### src/rtl/seq_concat_lhs_pack.sv
// rtl/seq_concat_lhs_pack.sv - packed {carry,q,r} register with load/rotate/add modes and delay pipeline
module seq_concat_lhs_pack #(
    parameter int QW    = 4,
    parameter int RW    = 4,
    parameter int DEPTH = 2
) (
    input  logic              clk,
    input  logic              rst_n,
    input  logic              en,
    input  logic [1:0]        mode,
    input  logic [QW+RW-1:0]  din,
    output logic [QW-1:0]     q,
    output logic [RW-1:0]     r,
    output logic              carry,
    output logic              valid
);
    localparam int W = QW + RW;

    typedef enum logic [1:0] {
        MODE_HOLD   = 2'b00,
        MODE_LOAD   = 2'b01,
        MODE_ROTATE = 2'b10,
        MODE_ADD    = 2'b11
    } mode_t;

    mode_t         w_mode;
    logic          r_v0;
    logic          r_c0;
    logic [QW-1:0] r_q0;
    logic [RW-1:0] r_r0;
    logic [W-1:0]  w_qr;
    logic [W:0]    w_sum;
    logic [W+1:0]  w_s0;
    logic [W+1:0]  w_out;

    assign w_mode = mode_t'(mode);
    assign w_qr   = {r_q0, r_r0};
    assign w_sum  = {1'b0, w_qr} + {1'b0, din};
    assign w_s0   = {r_v0, r_c0, r_q0, r_r0};

    // Every stage-0 write lands on the three separate nets through one concatenation.
    always_ff @(posedge clk) begin
        if (!rst_n) begin
            {r_c0, r_q0, r_r0} <= '0;
        end else if (en) begin
            case (w_mode)
                MODE_HOLD:   {r_c0, r_q0, r_r0} <= {r_c0, r_q0, r_r0};
                MODE_LOAD:   {r_c0, r_q0, r_r0} <= {1'b0, din};
                MODE_ROTATE: {r_c0, r_q0, r_r0} <= {w_qr[W-1], w_qr[W-2:0], w_qr[W-1]};
                MODE_ADD:    {r_c0, r_q0, r_r0} <= w_sum;
                default:     {r_c0, r_q0, r_r0} <= {r_c0, r_q0, r_r0};
            endcase
        end
    end

    always_ff @(posedge clk) begin
        if (!rst_n) begin
            r_v0 <= 1'b0;
        end else begin
            r_v0 <= en;
        end
    end

    // Valid travels with its data word so both see identical delay.
    generate
        if (DEPTH == 1) begin : g_direct
            assign w_out = w_s0;
        end else begin : g_pipe
            logic [W+1:0] r_dly [DEPTH-1];

            always_ff @(posedge clk) begin
                if (!rst_n) begin
                    for (int i = 0; i < DEPTH - 1; i++) begin
                        r_dly[i] <= '0;
                    end
                end else begin
                    r_dly[0] <= w_s0;
                    for (int i = 1; i < DEPTH - 1; i++) begin
                        r_dly[i] <= r_dly[i-1];
                    end
                end
            end

            assign w_out = r_dly[DEPTH-2];
        end
    endgenerate

    assign {valid, carry, q, r} = w_out;

endmodule

### config.mk
export PLATFORM = sky130hd
export DESIGN_NAME = seq_concat_lhs_pack
export DESIGN_NICKNAME = d
export VERILOG_FILES = /design/src/rtl/seq_concat_lhs_pack.sv
export SDC_FILE = /design/constraint.sdc
export NUM_CORES = 1
export LEC_CHECK = 0
export BUFFER_PORTS_ARGS = -buffer_cell sky130_fd_sc_hd__buf_2
export CAP_MARGIN = 10
export CORE_ASPECT_RATIO = 1.25
export CORE_UTILIZATION = 45
export DETAILED_ROUTE_END_ITERATION = 7
export PLACE_DENSITY = 0.67
export SETUP_SLACK_MARGIN = 0.1
export SLEW_MARGIN = 20
export SYNTH_ARGS = -nofsm -noshare
export SYNTH_HDL_FRONTEND = slang
export SYNTH_SLANG_ARGS = --single-unit
### constraint.sdc
create_clock -name clk -period 2.77 [get_ports clk]
set_input_delay 0.1385 -clock clk [delete_from_list [all_inputs] [get_ports clk]]
set_output_delay 0.1385 -clock clk [all_outputs]
set_load 0.05 [all_outputs]
# Word-level counts from Yosys, hierarchy flattened
# Memories as Yosys holds them, arrays and structs flattened.
# Cells that the tools add are included.
[word_totals] memories=1 output_inout_bits=10 elab_cells=20 ramBits=10 inputBits=13 reg_bits=10
[memory_table] name="g_pipe.r_dly" depth=1 width=10 rd=1 rd_ports_with_merged_regs=0 wr=1 line_no="69" text="logic [W+1:0] r_dly [DEPTH-1];"
[classes] reduce_logical=3 eq_ne=3 add_sub_neg=1 mux=7 n_bitwise=1
[ops] op="one-hot mux 4 bit (3 select lines)" count=2
[ops] op="two-way mux 10 bit" count=1
[ops] op="OR reduction 10 bit" count=1
[ops] op="adder 8 x 8 -> 9 bit" count=1
[ops] op="equality test 2 bit, second input constant" count=2
[ops] op="two-way mux 1 bit" count=3
[ops] op="one-hot mux 1 bit (3 select lines)" count=1
[ops] op="equality test 2 x 1 -> 1 bit, second input constant" count=1
[ops] op="logical NOT 2 bit" count=1
[ops] op="AND reduction 2 bit" count=1
[ops] op="NOT 1 bit" count=1

# Logic depth before layout (Yosys ltp)
[logic_depth] word_depth=3 mapped_depth=6 mapped_depth_nobuf=6

# Worst setup path before layout
# OpenSTA, ideal clock, no wires.
[synth_timing] path_kind="register to register" startpoint="reg r_r0[0]" endpoint="reg r_c0" required_time_ns=2.630 stages_incl_launch_ff=7 t_arrival_ns=1.600 setup_slack_ns=1.030 setup_ns=0.140 path_buffers=0 cell_sequence="dfxtp_1 ha_1 fa_1 a21oi_1 o211ai_1 o41ai_1 a32oi_1"
[synth_between] elab_chain_len=2
[synth_rtl] element="from (decl)" line_no="30" text="logic [RW-1:0] r_r0;"
[synth_rtl] element="from (signal assigned)" line_no="47" text="MODE_HOLD: {r_c0, r_q0, r_r0} <= {r_c0, r_q0, r_r0};"
[synth_rtl] element="from (signal assigned)" line_no="48" text="MODE_LOAD: {r_c0, r_q0, r_r0} <= {1'b0, din};"
[synth_rtl] element="from (signal assigned)" line_no="49" text="MODE_ROTATE: {r_c0, r_q0, r_r0} <= {w_qr[W-1], w_qr[W-2:0], w_qr[W-1]};"
[synth_rtl] element="adder 8 x 8 -> 9 bit" line_no="38" text="assign w_sum = {1'b0, w_qr} + {1'b0, din};"
[synth_rtl] element="one-hot mux 1 bit (3 select lines)" line_no="46" text="case (w_mode)"
[synth_rtl] element="to (signal assigned)" line_no="47"
[synth_rtl] element="to (signal assigned)" line_no="48"
[synth_rtl] element="to (signal assigned)" line_no="49"
[synth_rtl] element="to (decl)" line_no="28" text="logic r_c0;"
# No other way between the ends.
# A chain may end at the register's enable or synchronous reset.

# Final worst setup path
# Same ends and word-level chain as after synthesis.

==> reports/qor.csv <==
stage,metric,value,unit
run_status,status,"complete, no violations",
floorplanning,initial_core_util,48.75,%
timing,slew_viol_final,0,
placement,dp_hpwl,2.116,mm
clock_tree,clock-sinks,20,
pwr,switching_share,31.69,%
worst_setup_path,crit_fanout,4,
floorplanning,io_pins,23,
logic_synthesis,ys_warn_count,0,
clock_tree,insertion_delay,0.31,ns
final_layout,fin_nets,183,
logic_synthesis,synth_cell_types,46,
logic_synthesis,synth_ff_type,dfxtp_1,
logic_synthesis,postSynthAreaPerCell,8.714,um2
timing,fin_crit,1.923,ns
final_layout,diodes,0,
worst_setup_path,critPathLaunchType,flop,
final_layout,final_cell_area,1388,um2
timing,rsz0062_at_grt,false,
placement,place_ws,0.8952,ns
final_layout,final_common_cell,buf_2,
logic_synthesis,yosysTopAreaCell,dfxtp_1,
timing,hold_viol,0,
clock_tree,cts_buffer_depth,2,
job,maxCapViolations,0,
pwr,p_int,0.5395,mW
placement,port_buffers,22,
logic_synthesis,syn_nets,162,
global_routing,grtUsageTotal,21.49,%
timing,fin_crit_sh,69.44,%
clock_tree,htreeDepth,1,
clock_tree,cts.repair.resized,0,
placement,placed_area,1335,um2
pwr,power_leakage,0.6242,nW
final_layout,n_fill_cell,236,
worst_setup_path,required,2.95,ns
logic_synthesis,ys_top_cells_by_area,"dfxtp_1 (33%), ha_1 (8.2%), a21oi_1 (4.1%)",
worst_setup_path,crit_type,reg -> reg,
worst_setup_path,worstSetupEndpointType,flop,
floorplanning,dieArea,2924,um2
global_routing,grt_pass1_wl,4.802,mm
global_routing,grt_overflow_total,0,
route,final_antenna_net_count,0,
logic_synthesis,yosysSeqAreaShare,32.82,%
pwr,power.net_switching,0.2503,mW
clock_tree,path_clk_slew,0.12,ns
worst_setup_path,crit_arrival,2.11,ns
timing,finalSetupViolations,0,
clock_tree,cts_tree,built,
pwr,irDropWorstVdd,0.0002821,V
floorplanning,core_area,2502,um2
floorplanning,die_h,60.21,um
timing,fin_tns_setup,0,ns
route,via_per_inst,6.109,
clock_tree,cts_made_buffers,3,
logic_synthesis,synthArstFlopShare,0,%
pwr,p_total,0.7898,mW
pwr,combinationalPowerShare,27.6,%
logic_synthesis,synth.top_cell.area_share,32.82,%
route,drc,0,
global_routing,grt_max_degree,19,
route,dr_total_vias,1179,
logic_synthesis,postSynthCellCount,140,
timing,fin_skew,0.006040,ns
pwr,pwr-share-seq,41.3,%
logic_synthesis,synth_edf_count,0,
timing,tightest_slew,0.4457,ns
floorplanning,die_w,48.57,um
timing,maxSlewHeadroom,70.16,%
route,drtIter0Drc,40,
route,routed_wl,2.935,mm
pwr,p_per_area,569.2,nW/um2
clock_tree,postCtsSetupRepairBufs,0,
final_layout,synthToLayoutAreaGrowth,13.74,%
final_layout,drive_gt1_share,21.25,%
placement,gp_congestion,0.8876,
timing,hold_slack,0.1521,ns
timing,fmax,0.5199,GHz
global_routing,antenna_found_initial,0,
clock_tree,cts-root-buf,clkbuf_4,
min_path,hold_path_class,in -> reg,
final_layout,final_cell_mix,"buf_2 (22), dfxtp_1 (20), inv_1 (10), a21oi_1 (10), nand2_1 (9)",
timing,setup_ws,0.8466,ns
global_routing,grt_pass1_vias,1081,
pwr,clock_power_share,31.1,%
route,drtPass1Iterations,4,
floorplanning,placementRows,20,
clock_tree,postCtsHoldBufs,0,
route,wl_per_cell,15.21,um
logic_synthesis,syn_area,1220,um2
logic_synthesis,synth_seq_cells,20,
==> synth_stat cells, types with 2 or more instances <==
master     count
o2111ai_1      3
o21a_1         2
ha_1           8
nand2b_1       2
mux2_2         3
nor2_1         7
dfxtp_1       20
nor4_1         2
o21ai_1        3
inv_1         10
a32oi_1        3
nand3_1        3
nand2_1        9
and2_1         7
a211oi_1       2
o21bai_1       3
nor2b_1        2
clkbuf_1       2
o22ai_1        4
buf_2          3
o211ai_1       3
o21ai_0        6
a21oi_1       10
==> worst paths after layout <==
check,from,end,slack (ns),cells past startpoint
worst max-delay path,r_r0[0]$_SDFFE_PN0P_,r_c0$_SDFFE_PN0P_,0.85,6
worst min register to register,r_v0$_SDFF_PN0_,g_pipe.r_dly[0][9]$_SDFF_PN0_,0.45,1
worst max register to register,r_r0[0]$_SDFFE_PN0P_,r_c0$_SDFFE_PN0P_,0.85,6
worst min-delay path,din[2],r_r0[2]$_SDFFE_PN0P_,0.15,3
==> critical path, stage by stage, from the launching register on <==
cell	delay, ns
dfxtp_1	0.35
ha_1	0.23
fa_1	0.42
a21oi_1	0.25
o211ai_1	0.14
o41ai_1	0.26
a32oi_1	0.14
==> registers in the layout, summed over array words and instances (netlist names) <==
signal,cells
r_c0,1
r_r0,4
r_q0,4
r_v0,1
g_pipe.r_dly,10
==> area by class of cell <==
type | count | area, um2 | area share [%]
clock inverter | 1 | 30.03 | 2.164
sequential | 20 | 400.4 | 28.85
clock buffer | 3 | 22.52 | 1.623
inverter | 12 | 45.04 | 3.246
timing repair buffer | 22 | 110.1 | 7.935
tap | 33 | 41.29 | 2.976
multi-input combinational | 102 | 738.2 | 53.20
==> through the flow <==
stage | util (%) | cells
final | 55.45 | 193
after global routing | 55.45 | 193
after CTS | 55.45 | 193
after detailed placement | 53.35 | 189
after global placement | 53.35 | 189
after floorplan | - | 140
==> logic make-up after synthesis <==
kind of cell / count (synthesis) / synth area share (%)
AO/OA/AOI/OAI: 48 / 27.28
XOR/XNOR: 1 / 0.7181
adder cells (fa/ha/maj): 9 / 9.847
buffers and inverters: 18 / 6.666
flip-flops: 20 / 32.82
multiplexers: 4 / 3.590
AND/OR/NAND/NOR: 40 / 19.08
==> power groups by stage <==
stage | logic (mW) | registers (mW) | clock network (mW)
global placement | 0.211 | 0.332 | 0
finish | 0.218 | 0.326 | 0.246
global route | 0.238 | 0.329 | 0.255
CTS | 0.216 | 0.326 | 0.246
detailed placement | 0.215 | 0.333 | 0
floorplan | 0.139 | 0.358 | 0
==> routing by layer <==
metal	wire, um	track usage, %
met1	1238	23.35
met4	55	10.50
met3	194	3.562
met5	0	0
met2	1448	40.85
Power figures use the tool's default switching activity.
